`src/rtl/pipeline_pkg.sv`:
```
// Shared pipeline definitions: NOP encoding, fetch FSM states, and the
// j/jal/jr opcode and funct constants used by both fetch and decode.
package pipeline_pkg;

   localparam logic [31:0] NOP_INSTR = 32'h0000_0000;

   localparam logic [5:0] OP_RTYPE = 6'b000000;
   localparam logic [5:0] OP_J     = 6'b000010;
   localparam logic [5:0] OP_JAL   = 6'b000011;
   localparam logic [5:0] FUNCT_JR = 6'b001000;

   typedef enum logic {
      FETCH   = 1'b0,
      DISCARD = 1'b1
   } fetch_state_t;

   function automatic logic [31:0] pc_inc(input logic [31:0] pc);
      return pc + 32'd4;
   endfunction

   // J-format target: top nibble of the delay-slot PC plus the word index.
   function automatic logic [31:0] jump_target(input logic [3:0]  pc_hi,
                                               input logic [25:0] index);
      return {pc_hi, index, 2'b00};
   endfunction

endpackage

```
`src/rtl/fetch_stage_if.sv`:
```
// Instruction-memory request/response bus between fetch and instruction memory.
interface fetch_stage_if;
   logic        ImemReq;
   logic [31:0] ImemAddr;
   logic        ImemValid;
   logic [31:0] ImemData;
   logic        ImemAccept;

   modport master (output ImemReq, output ImemAddr, output ImemAccept,
                   input  ImemValid, input ImemData);
   modport slave  (input  ImemReq, input ImemAddr, input ImemAccept,
                   output ImemValid, output ImemData);
endinterface

```
`src/rtl/fetch_target_mux.sv`:
```
// Redirect target select: jr beats jump, jump beats the branch target.
module fetch_target_mux
   import pipeline_pkg::*;
(
   input  logic        jr,
   input  logic        jump,
   input  logic [31:0] BranchTarget,
   input  logic [31:0] JrTarget,
   input  logic [3:0]  pc_hi,
   input  logic [25:0] instr_index,
   output logic [31:0] target
);

   always_comb begin
      target = BranchTarget;
      if (jr)
         target = JrTarget;
      else if (jump)
         target = jump_target(pc_hi, instr_index);
   end

endmodule

```
`src/rtl/fetch_stage.sv`:
```
// Instruction fetch stage with IF/ID register and wrong-path response discard.
// Optional performance counters are enabled with `define FETCH_PERF_EN.
module fetch_stage
   import pipeline_pkg::*;
#(
   parameter logic [31:0] RESET_PC = 32'h0000_0000
) (
   input  logic        Clk,
   input  logic        Reset,
   input  logic        Stall,
   input  logic        Branch,
   input  logic        jump,
   input  logic        jr,
   input  logic [31:0] BranchTarget,
   input  logic [31:0] JrTarget,
   fetch_stage_if.master imem,
   output logic [31:0] Instruction,
   output logic [31:0] PCPlus4,
   output logic        IdValid
`ifdef FETCH_PERF_EN
   ,
   output logic [31:0] FetchCount,
   output logic [31:0] StallCount,
   output logic [31:0] FlushCount
`endif
);

   fetch_state_t state;
   logic [31:0]  pc;
   logic [31:0]  pending_pc;
   logic [31:0]  target;
   logic         redirect;

   fetch_target_mux u_target_mux (
      .jr           (jr),
      .jump         (jump),
      .BranchTarget (BranchTarget),
      .JrTarget     (JrTarget),
      .pc_hi        (PCPlus4[31:28]),
      .instr_index  (Instruction[25:0]),
      .target       (target)
   );

   assign redirect        = (state == FETCH) && Branch && IdValid && !Stall;
   assign imem.ImemReq    = Reset && ((state == FETCH) || (state == DISCARD));
   assign imem.ImemAddr   = pc;
   assign imem.ImemAccept = Reset && ((state == FETCH) ? (imem.ImemValid && (!Stall || redirect))
                                                       : imem.ImemValid);

   always_ff @(posedge Clk) begin
      if (!Reset) begin
         state       <= FETCH;
         pc          <= RESET_PC;
         pending_pc  <= 32'h0;
         Instruction <= NOP_INSTR;
         PCPlus4     <= 32'h0;
         IdValid     <= 1'b0;
`ifdef FETCH_PERF_EN
         FetchCount  <= 32'h0;
         StallCount  <= 32'h0;
         FlushCount  <= 32'h0;
`endif
      end else begin
         case (state)
            FETCH: begin
               if (Stall) begin
`ifdef FETCH_PERF_EN
                  StallCount <= StallCount + 32'd1;
`endif
               end else if (redirect) begin
                  Instruction <= NOP_INSTR;
                  IdValid     <= 1'b0;
`ifdef FETCH_PERF_EN
                  FlushCount  <= FlushCount + 32'd1;
`endif
                  // Without a response yet, park the target until the stale word arrives.
                  if (imem.ImemValid) begin
                     pc <= target;
                  end else begin
                     pending_pc <= target;
                     state      <= DISCARD;
                  end
               end else if (imem.ImemValid) begin
                  pc          <= pc_inc(pc);
                  Instruction <= imem.ImemData;
                  PCPlus4     <= pc_inc(pc);
                  IdValid     <= 1'b1;
`ifdef FETCH_PERF_EN
                  FetchCount  <= FetchCount + 32'd1;
`endif
               end else begin
                  Instruction <= NOP_INSTR;
                  IdValid     <= 1'b0;
               end
            end
            DISCARD: begin
               Instruction <= NOP_INSTR;
               IdValid     <= 1'b0;
               if (imem.ImemValid) begin
                  pc    <= pending_pc;
                  state <= FETCH;
               end
            end
            default: state <= FETCH;
         endcase
      end
   end

endmodule

```
`src/flat_wrapper.sv`:
```
// flat-port wrapper written by rule: the top's interface ports become plain ports
module fetch_stage_flat import pipeline_pkg::*;
#(
   parameter logic [31:0] RESET_PC = 32'h0000_0000
)
  (Clk, Reset, Stall, Branch, jump, jr, BranchTarget, JrTarget, Instruction, PCPlus4, IdValid, imem_ImemReq, imem_ImemAddr, imem_ImemAccept, imem_ImemValid, imem_ImemData);
  fetch_stage_if imem_i ();
  input  logic Clk;
  input  logic Reset;
  input  logic Stall;
  input  logic Branch;
  input  logic jump;
  input  logic jr;
  input  logic [31:0] BranchTarget;
  input  logic [31:0] JrTarget;
  output logic [31:0] Instruction;
  output logic [31:0] PCPlus4;
  output logic IdValid;
  output wire logic [$bits(imem_i.ImemReq)-1:0] imem_ImemReq;
  output wire logic [$bits(imem_i.ImemAddr)-1:0] imem_ImemAddr;
  output wire logic [$bits(imem_i.ImemAccept)-1:0] imem_ImemAccept;
  input wire logic [$bits(imem_i.ImemValid)-1:0] imem_ImemValid;
  input wire logic [$bits(imem_i.ImemData)-1:0] imem_ImemData;
  assign imem_ImemReq = imem_i.ImemReq;
  assign imem_ImemAddr = imem_i.ImemAddr;
  assign imem_ImemAccept = imem_i.ImemAccept;
  assign imem_i.ImemValid = imem_ImemValid;
  assign imem_i.ImemData = imem_ImemData;
  fetch_stage #(.RESET_PC(RESET_PC)) u_core (.Clk(Clk), .Reset(Reset), .Stall(Stall), .Branch(Branch), .jump(jump), .jr(jr), .BranchTarget(BranchTarget), .JrTarget(JrTarget), .imem(imem_i), .Instruction(Instruction), .PCPlus4(PCPlus4), .IdValid(IdValid));
endmodule
```
`config.mk`:
```
export PLATFORM = sky130hd
export DESIGN_NAME = fetch_stage_flat
export DESIGN_NICKNAME = d
export VERILOG_FILES = /design/src/rtl/pipeline_pkg.sv /design/src/rtl/fetch_stage_if.sv /design/src/rtl/fetch_target_mux.sv /design/src/rtl/fetch_stage.sv /design/src/flat_wrapper.sv
export SDC_FILE = /design/constraint.sdc
export NUM_CORES = 1
export LEC_CHECK = 0
export ABC_AREA = 0
export ABC_CLOCK_PERIOD_IN_PS = 4200
export CAP_MARGIN = 20
export CORE_AREA = 2 2 116 118
export CTS_CLUSTER_SIZE = 40
export DETAILED_ROUTE_END_ITERATION = 16
export DIE_AREA = 0 0 118 120
export HOLD_SLACK_MARGIN = 0.1
export MAX_ROUTING_LAYER = met4
export PLACE_DENSITY = 0.85
export RECOVER_POWER = 25
export SETUP_SLACK_MARGIN = 0.4
export SYNTH_ARGS = -nofsm -noshare
export SYNTH_HDL_FRONTEND = slang
export SYNTH_SLANG_ARGS = --single-unit
```
`constraint.sdc`:
```
create_clock -name Clk -period 4.2 [get_ports Clk]
set_clock_uncertainty 0.2 [all_clocks]
set_input_delay 0.42 -clock Clk [delete_from_list [all_inputs] [get_ports Clk]]
set_output_delay 0.42 -clock Clk [all_outputs]
set_load 0.02 [all_outputs]
```
## Word level (Yosys, flattened, before mapping)

Index checks and enable logic that the tools add are counted.

- Bits in latches: 0
- Register bits after elaboration: 130
- Memories kept: 0
- Output and inout bits: 99
- Input port bits: 103
- ROM bits: 0
- Logic and storage cells: 45
- Memory bits (writable): 0

- Bitwise operators: 4
- Equal/unequal tests: 3
- Div/mod/pow operators: 0
- Reductions and logical operators: 10
- Multipliers: 0
- Shift-type cells: 0
- Muxes and demuxes: 21
- $lt $le $gt $ge: 0
- Add/sub/neg operators: 1

Operator list:

| cell | number |
|---|---|
| $mux 32 | 10 |
| $pmux 32 s2 | 2 |
| $add 32x3->32 const B | 1 |
| $reduce_and 4->1 | 2 |
| $mux 1 | 7 |
| $ne 2x2->1 const B | 3 |
| $logic_and 1x1->1 | 5 |
| $not 1->1 | 4 |
| $pmux 1 s2 | 2 |
| $reduce_and 3->1 | 1 |
| $logic_not 1->1 | 1 |
| $logic_or 1x1->1 | 1 |

## Longest topological paths before layout

Gate-level depths: netlist of the first run.

- Word-level depth: 8
- Gate-level depth with buffers: 8
- Gate-level depth less buffers: 6

## Cells and area by module

From an unflattened synthesis of the first run, not the netlist that was laid out.

- Cells, all modules: 821
- Area, all modules: 6560.0 sq um

By module, submodules not included:

| module | instances | cells an instance | area an instance (sq um) |
|---|---|---|---|
| fetch_stage | 1 | 717 | 5865.6 |
| fetch_target_mux | 1 | 104 | 694.4 |

## Least setup slack after synthesis of the first run

OpenSTA, ideal clock, no wires.

- Kind: register -> register
- From: register u_core.pc[7], in the netlist u_core.imem.ImemAddr[7]
- To: register u_core.pc[31], in the netlist u_core.imem.ImemAddr[31]
- Cell stages (with the launch flop): 7
- Setup time: 0.119 ns
- Path slack: 2.000 ns
- Data required time: 3.881 ns
- Arrival time: 1.881 ns
- Cells stage by stage: dfxtp_1 -> buf_2 -> nand4_4 -> or4_4 -> nor2_4 -> a21oi_1 -> o221a_1

- Longest elaborated chain between the ends: 5

RTL lines:

| item | RTL line | RTL |
|---|---|---|
| from (decl) | fetch_stage.sv:29 | `logic [31:0] pc;` |
| from (signal assigned) | fetch_stage.sv:78 | `pc <= target;` |
| from (signal assigned) | fetch_stage.sv:84 | `pc <= pc_inc(pc);` |
| from (signal assigned) | fetch_stage.sv:100 | `pc <= pending_pc;` |
| $add 32x3->32 | pipeline_pkg.sv:18 | `return pc + 32'd4;` |
| $mux 32 | fetch_stage.sv:83 | `end else if (imem.ImemValid) begin` |
| $mux 32 | fetch_stage.sv:70 | `end else if (redirect) begin` |
| $mux 32 | fetch_stage.sv:66 | `if (Stall) begin` |
| $pmux 32 s2 | fetch_stage.sv:64 | `case (state)` |

Every way passes these cells. The select of a mux whose other input is x is not followed.
A chain may end at the register's enable or synchronous reset.

## Final worst setup path of the first run

- From: input port Reset
- To: output port imem_ImemAccept

- Longest elaborated chain between the ends: 1

RTL lines:

| item | RTL line | RTL |
|---|---|---|
| from (decl) | flat_wrapper.sv:9 | `input logic Reset;` |
| $logic_and 1x1->1 | fetch_stage.sv:47 | `assign imem.ImemAccept = Reset && ((state == FETCH) ? (imem.ImemValid && (!Stall \|\| redirect))` |
| to (decl) | flat_wrapper.sv:21 | `output wire logic [$bits(imem_i.ImemAccept)-1:0] imem_ImemAccept;` |

Every way passes these cells.

==> results.yml, run 1 <==
synthesis:
  synthesis.area_per_instance_um2: 8.038
  postSynthNetCount: 901
  synth_seq_cells: 130
  syn_inst: 797
  synthFlopType: "dfxtp_1"
  synth-seq-area-share_pct: 40.63
  netlist_top_cells_count: "130 x dfxtp_1, 90 x nand2_1, 87 x a21oi_1"
  synthArstFlopShare_pct: 0
  yosys_warnings: 0
  synth_top_cell_area_share_pct: 40.63
  ys_types: 62
  synth_top_area_cell: "dfxtp_1"
  synth_edf_count: 0
  post-synth-top-count-cell: "dfxtp_1"
  syn-cell-area_mm2: 0.006406
  ys_top_cells_by_area: "dfxtp_1 41%, a21oi_1 6.8%, nand2_1 5.3%"
drt:
  wirelength_um: 19890
  viasPerCell: 5.826
  antenna_left: 0
  wl_per_cell_um: 17.37
  drt_iter0_drc: 636
  drt_first_pass_iters: 9
  drcViolationCount: 0
  num_vias: 6671
grt:
  grt_pass1_wl_um: 31950
  grt_overflow: 0
  grt_usage_pct: 28.90
  grt_pass1_vias: 6078
  grt_max_degree: 56
  antenna_found_initial: 0
clock_tree:
  post_cts_buffers: 0
  clk_pin_slew_ns: 0.05
  ctsResizeCount: 0
  cts_max_level: 4
  cts_hold_buffers: 0
  cts-buffers-inserted: 17
  cts.sinks: 130
  cts_root_buf: "clkbuf_16"
  tritoncts: "yes"
  clk_latency_ns: 0.42
  cts_max_path_buffers: 2
placed_design:
  portBuffers: 201
  place_hpwl_um: 13850
  placed_area_mm2: 0.008459
  place_congestion: 0.8818
setup_path:
  endpoint_kind: "output pin"
  required_ns: 3.58
  reg2reg_depth: 6
  max_stage_delay_ns: 0.59
  cp.arrival_ns: 2.21
  critPathSlowestCell: "clkdlybuf4s50_1"
  crit_chain: "clkdlybuf4s50_1 -> buf_4 -> nand2_1 -> inv_1 -> clkdlybuf4s50_1"
  timing.critical_path.mode_cell: "clkdlybuf4s50_1"
  worst_setup_path_start_kind: "input pin"
  crit_type: "input pin to output pin"
  critPathMaxFanout: 54
sta:
  relSlewSlack_pct: 26.58
  max_slew.worst_pin.slew_ns: 1.101
  timing_hold_violations_final: 0
  finalCritPeriodShare_pct: 67.43
  rsz0062_at_grt: "false"
  fin_setup_tns_ns: 0
  finalCriticalPeriod_ns: 2.832
  drv_slew: 0
  fmax_mhz: 353.1
  whs_ns: 0.2519
  setup_viol: 0
floorplanning:
  start_util_pct: 49.35
  die_y_um: 120
  dieArea_mm2: 0.01416
  ios: 202
  row_count: 42
  fp.coreArea_mm2: 0.01298
  fp.dieW_um: 118
final_layout:
  antenna_cells: 0
  final_nets: 1061
  syn_to_final_growth_pct: 40.78
  fillers: 1064
  drive_above_1_share_pct: 6.708
  fin_util_pct: 69.48
  stdcell_area_mm2: 0.009019
  multi_input_area_mm2: 0.003502
  regArea_mm2: 0.002603
status:
  outcome: "finished clean"
min_path:
  hold_path_class: "flop to flop"
  holdPathStages: 2
power:
  vdd_drop_max_mv: 0.3108
  power_mw: 3.183
  p_leak_nw: 3.312
  p_per_area_mw_per_mm2: 353.0
flow_run:
  drv_cap: 0
==> flip-flops by register name, summed over array words and instances, names as in the netlist <==
signal                flops
u_core.Instruction       32
u_core.PCPlus4           32
u_core.pending_pc        32
u_core.state              1
u_core.imem.ImemAddr     32
u_core.IdValid            1
==> metal layers <==
| metal | track usage [%] | vias to the layer above | share of wire, % |
|---|---|---|---|
| li1 | - | 3203 | - |
| met1 | 38.93 | 3080 | 43 |
| met2 | 42.19 | 358 | 45 |
| met3 | 7.319 | 30 | 10 |
| met4 | 10.17 | 0 | 1.8 |
| met5 | - | - | 0 |
==> metrics by stage <==
stage               cells  worst slack, ns
floorplan             797            2.000
global placement     1114            1.374
detailed placement   1114            1.263
CTS                  1145            1.360
global route         1145            1.266
finish               1145            1.368
==> kinds of logic after synthesis <==
kind of cell	count (synthesis)	synth area share (%)
AOI/OAI and AO/OA	266	26.11
and+or+nand+nor	267	20.04
DFF	130	40.63
buffers and inverters	79	5.039
xor gates and xnor gates	28	3.828
muxes	26	4.160
adders and majority gates	1	0.1953
==> critical path, delay by kind of cell <==
family / cells / cell delay [ns]
and+or+nand+nor: 1 / 0.21
buffers and inverters: 4 / 1.57
==> final timing paths <==
check	endpoint	from	slack, ns
setup / recovery	imem_ImemAccept	Reset	1.37
hold / removal	u_core.pending_pc[20]	u_core.pending_pc[20]	0.25
setup reg to reg	u_core.imem.ImemAddr[20]	u_core.state	1.47
hold reg to reg	u_core.pending_pc[20]	u_core.pending_pc[20]	0.25
==> power breakdown <==
group	internal [mW]	switching (mW)
clock network	0.885	0.515
registers	1.28	0.0461
logic	0.221	0.236
total	2.39	0.797
==> final cells by class <==
class	instances	area share, %
Multi-Input combinational cell	588	38.83
Sequential cell	130	28.86
Timing Repair Buffer	214	23.42
Clock buffer	26	5.646
Tap cell	176	2.442
Clock inverter	5	0.5549
Inverter	6	0.2497
==> cells in the final DEF, fill, tap and decap left out, types with 6 or more instances in the layout <==
| cell | count |
|---|---|
| buf_4 | 12 |
| a31oi_1 | 6 |
| clkdlybuf4s50_1 | 143 |
| o21a_1 | 7 |
| nor2_1 | 72 |
| nand4_1 | 10 |
| nor3_1 | 21 |
| o21ai_0 | 64 |
| xnor2_1 | 12 |
| a211oi_1 | 16 |
| nand3_1 | 20 |
| xor2_1 | 16 |
| nand2_1 | 90 |
| nor2b_1 | 14 |
| a21oi_1 | 87 |
| mux2i_1 | 21 |
| clkbuf_16 | 17 |
| dlygate4sd3_1 | 56 |
| a22oi_1 | 41 |
| dfxtp_1 | 130 |
(Power assumes the default switching activity.)
==> run 2: changes to the inputs <==
ABC_CLOCK_PERIOD_IN_PS = 2900   (was 4200)
CORE_AREA = 2 2 120 122   (was 2 2 116 118)
DIE_AREA = 0 0 122 124   (was 0 0 118 120)
PLACE_DENSITY = 0.8   (was 0.85)
clock period = 2.9 ns   (was 4.2 ns; I/O delays follow)
==> results.yml, run 2 (synthesis gave the netlist of run 1 again) <==
setup_path:
  worst_setup_path_start_kind: "input pin"
  endpoint_kind: "flop"
  r2r-start: "u_core.imem.ImemAddr[8]"
  critPathMaxFanout: 15
  r2r_end: "u_core.imem.ImemAddr[13]"
  reg2reg_depth: 5
  endpoint: "u_core.imem.ImemAddr[21]"
  required_ns: 2.98
  r2r_slack_ns: 0.56
  cp.arrival_ns: 2.45
  crit_type: "input pin to flop"
  crit_start: "Stall"
floorplanning:
  dieArea_mm2: 0.01513
  die_y_um: 124
  fp.dieW_um: 122
  fp.coreArea_mm2: 0.01372
  start_util_pct: 46.69
  ios: 202
  row_count: 43
final_layout:
  fin_util_pct: 66.75
  stdcell_area_mm2: 0.009158
  finalNonFillerCells: 1164
  layout_common_cells: "197 x clkdlybuf4s50_1, 129 x dfxtp_1, 90 x nand2_1"
  syn_to_final_growth_pct: 42.95
  antenna_cells: 0
  final_common_cell: "clkdlybuf4s50_1"
  drive_above_1_share_pct: 8.232
  final_nets: 1075
drt:
  num_vias: 6695
  wl_per_cell_um: 17.33
  viasPerCell: 5.752
  wirelength_um: 20170
  drt_first_pass_iters: 6
  antenna_left: 0
  drcViolationCount: 0
  drt_iter0_drc: 577
placed_design:
  placed_cells: 1132
  placed_area_mm2: 0.008607
  place_congestion: 0.8919
  place_ws_ns: 0.3499
  place_hpwl_um: 14410
  portBuffers: 201
power:
  power_mw: 4.647
  p_per_area_mw_per_mm2: 507.4
  vdd_drop_max_mv: 0.3661
  p_leak_nw: 3.234
grt:
  grt_pass1_vias: 6061
  grt_pass1_wl_um: 31580
  antenna_found_initial: 0
  grt_max_degree: 92
  grt_usage_pct: 27.64
  grt_overflow: 0
clock_tree:
  cts_hold_buffers: 0
  cts.sinks: 130
  cts_max_level: 4
  cts-buffers-inserted: 17
  clk_latency_ns: 0.42
  tritoncts: "yes"
  cts_root_buf: "clkbuf_16"
  cts_max_path_buffers: 2
  clk_pin_slew_ns: 0.06
min_path:
  hold_path_class: "flop to flop"
sta:
  max_slew.worst_pin.slew_ns: 0.9515
  timing_hold_violations_final: 0
  worst_slack_ns: 0.5297
  setup_viol: 0
  relSlewSlack_pct: 36.57
  rsz0062_at_grt: "false"
  finalCritPeriodShare_pct: 81.73
  finalCriticalPeriod_ns: 2.370
  fmax_mhz: 421.9
  drv_slew: 0
  fin_setup_tns_ns: 0
  whs_ns: 0.2518
flow_run:
  drv_cap: 0
status:
  outcome: "finished clean"
-- run 2: changes by cell type in the layout (fill, tap and decap cells not counted), sizes merged --
cell,previous run,this run
clkinvlp,0,4
dlymetal6s2s,0,1
clkdlybuf4s50,143,197
dlygate4sd3,56,1
buf,15,26
-- run 2: worst min path at each step --
stage / startpoint / end / slack (ns) / cells past startpoint
final: u_core.pending_pc[20] / u_core.pending_pc[20] / 0.25 / 2
after detailed placement: u_core.pending_pc[28] / u_core.pending_pc[28] / 0.24 / 2
after global routing: u_core.pending_pc[28] / u_core.pending_pc[28] / 0.27 / 2
after global placement: u_core.pending_pc[20] / u_core.pending_pc[20] / 0.24 / 2
after CTS: u_core.pending_pc[28] / u_core.pending_pc[28] / 0.25 / 2
after floorplan: imem_ImemValid / u_core.state / 0.17 / 1
-- run 2: final cells by class --
class / instances / area, µm²
clock inverters: 9 / 80.08
well taps: 180 / 225.2
repair buffers: 228 / 2238
inverters: 6 / 22.52
clock buffers: 23 / 488.0
multi-input cells: 588 / 3500
fillers: 1150 / 4562
flip-flops and latches: 130 / 2604
-- run 2: critical path: stages --
cell	delay [ns]
dlygate4sd3_1	0.63
nor2_1	0.11
nand3_1	0.09
clkbuf_1	0.51
nor3_1	0.22
a2111oi_0	0.48
nor4_1	0.12
-- run 2: metal layers --
layer,share of wire (%),global-route usage (%),wire [µm]
met5,0,-,0
met4,1.7,9.339,337
met3,8.7,6.502,1752
met2,45,41.34,9041
met1,45,36.85,9035
-- run 2: repair_timing --
| action | in CTS | in global routing |
|---|---|---|
| setup endpoints to repair | 1 | 1 |
| setup buffers | 0 | 0 |
| resized for setup | 1 | 1 |
| pin swaps | 0 | 0 |
-- run 2: power by group --
| group | leakage, nW | internal (mW) | total (mW) | switching (mW) |
|---|---|---|---|---|
| sequential | 1.06 | 1.85 | 1.92 | 0.0628 |
| clock | 0.271 | 1.26 | 2.03 | 0.773 |
| combinational | 1.90 | 0.346 | 0.696 | 0.350 |
==> run 3: changes to the inputs <==
ABC_CLOCK_PERIOD_IN_PS = 2300   (was 2900)
clock period = 2.3 ns   (was 2.9 ns; I/O delays follow)
==> results.yml, run 3 (synthesis gave the netlist of run 1 again) <==
status:
  outcome: "finished clean"
sta:
  setup_viol: 0
  fmax_mhz: 470.1
  relSlewSlack_pct: 51.74
  max_slew.worst_pin.slew_ns: 0.7240
  rsz0062_at_grt: "true"
  fin_setup_tns_ns: 0
  finalCriticalPeriod_ns: 2.127
  timing_hold_violations_final: 0
  whs_ns: 0.2149
  finalCritPeriodShare_pct: 92.48
  drv_slew: 0
power:
  power_frac_clock_pct: 44.3
  seq_power_share_pct: 40.1
  p_per_area_mw_per_mm2: 609.7
  vdd_drop_max_mv: 0.4525
  comb_power_share_pct: 15.6
  p_sw_mw: 1.505
  power_mw: 6.008
  p_int_mw: 4.503
  p_leak_nw: 3.618
  netSwitchingFraction_pct: 25.05
clock_tree:
  cts_max_level: 4
  clk_latency_ns: 0.42
  tritoncts: "yes"
  clk_pin_slew_ns: 0.06
  cts_hold_buffers: 0
  cts_root_buf: "clkbuf_16"
  cts_max_path_buffers: 2
  cts.sinks: 130
  cts-buffers-inserted: 17
setup_path:
  endpoint_kind: "flop"
  r2r_end: "u_core.imem.ImemAddr[20]"
  critPathMaxFanout: 8
  worst_setup_path_start_kind: "flop"
  r2r_slack_ns: 0.17
  crit_type: "flop to flop"
  cp.arrival_ns: 2.23
  r2r-start: "u_core.state"
  reg2reg_depth: 5
  required_ns: 2.41
final_layout:
  layout_common_cells: "181 x clkdlybuf4s50_1, 106 x dfxtp_1, 87 x nand2_1"
  regArea_mm2: 0.002665
  stdcell_area_mm2: 0.009854
  final_nets: 1134
  multi_input_area_mm2: 0.003715
  drive_above_1_share_pct: 18.50
  fin_util_pct: 71.83
  antenna_cells: 0
  fillers: 1089
  final_common_cell: "clkdlybuf4s50_1"
  syn_to_final_growth_pct: 53.83
drt:
  drcViolationCount: 0
  drt_iter0_drc: 827
  antenna_left: 0
  wirelength_um: 22060
  num_vias: 7053
  wl_per_cell_um: 18.03
  viasPerCell: 5.767
  drt_first_pass_iters: 7
floorplanning:
  die_y_um: 124
  row_count: 43
  fp.coreArea_mm2: 0.01372
  start_util_pct: 46.69
  ios: 202
  fp.dieW_um: 122
  dieArea_mm2: 0.01513
min_path:
  hp-start: "jr"
  holdPathEnd: "u_core.pending_pc[28]"
  hold_path_class: "input pin to flop"
  holdPathStages: 3
placed_design:
  placed_area_mm2: 0.008847
  place_hpwl_um: 14870
  portBuffers: 201
  place_congestion: 0.9367
grt:
  antenna_found_initial: 0
  grt_usage_pct: 28.21
  grt_pass1_vias: 6301
  grt_max_degree: 58
  grt_pass1_wl_um: 32620
  grt_overflow: 0
flow_run:
  drv_cap: 0
run 3: cell count changes in the layout (fill, tap and decap cells not counted), sizes merged:
cell / change
buf: +58
bufinv: +1
clkbuf: +16
clkdlybuf4s50: -16
clkinv: -1
clkinvlp: -4
dlygate4sd2: +7
dlygate4sd3: -1
dlymetal6s2s: -1
run 3: worst max-delay path, cell delays in order, from the launching register on:
cell	delay, ns
dfxtp_1	0.51
nor2b_1	0.17
nand2b_1	0.25
a311oi_1	0.52
a21oi_1	0.17
o21a_1	0.20
run 3: power by group through the flow:
stage                     registers [mW]  clock network, mW  logic [mW]
after detailed placement            2.46                  0       0.902
final                               2.41               2.66       0.934
after CTS                           2.41               2.67       0.911
after floorplan                     2.54                  0       0.335
after global placement              2.46                  0       0.892
after global routing                2.42               2.79        1.00
run 3: how the worst max path moves through the flow:
stage                            startpoint                  endpoint  cells after the start  slack, ns
floorplan           u_core.imem.ImemAddr[7]  u_core.imem.ImemAddr[21]                      7       0.32
global placement                      Stall           imem_ImemAccept                      6       0.06
detailed placement                    Stall  u_core.imem.ImemAddr[24]                      6      0.006
CTS                            u_core.state           imem_ImemAccept                      5       0.29
global route                   u_core.state  u_core.imem.ImemAddr[20]                      5       0.09
finish                         u_core.state  u_core.imem.ImemAddr[20]                      5       0.17
run 3: timing repair:
| item | CTS | global route |
|---|---|---|
| gates cloned | 0 | 0 |
| pin swaps | 4 | 31 |
| buffers inserted | 10 | 24 |
| resized for setup | 36 | 62 |
| setup endpoints to repair | 54 | 53 |
run 3: final cells by class:
cell class	instances	share of cell area, %
multi-input cells	588	37.70
clock inverters	5	0.7618
well taps	180	2.285
repair buffers	287	26.85
clock buffers	27	5.104
flip-flops and latches	130	27.04
inverters	6	0.2539
run 3: per-stage QoR:
step / setup WS (ns) / cells
2_1_floorplan: 0.3237 / 797
4_1_cts: 0.2925 / 1199
6_report: 0.1730 / 1223
3_5_place_dp: 0.006173 / 1157
5_1_grt: 0.09232 / 1223
3_3_place_gp: 0.06069 / 1157
run 3: layer usage:
layer / wire length (µm) / up-vias / GRT usage [%]
li1: - / 3345 / -
met1: 9553 / 3247 / 38.26
met3: 1889 / 65 / 5.632
met2: 10010 / 396 / 42.46
met4: 599 / 0 / 8.836
met5: 0 / - / -
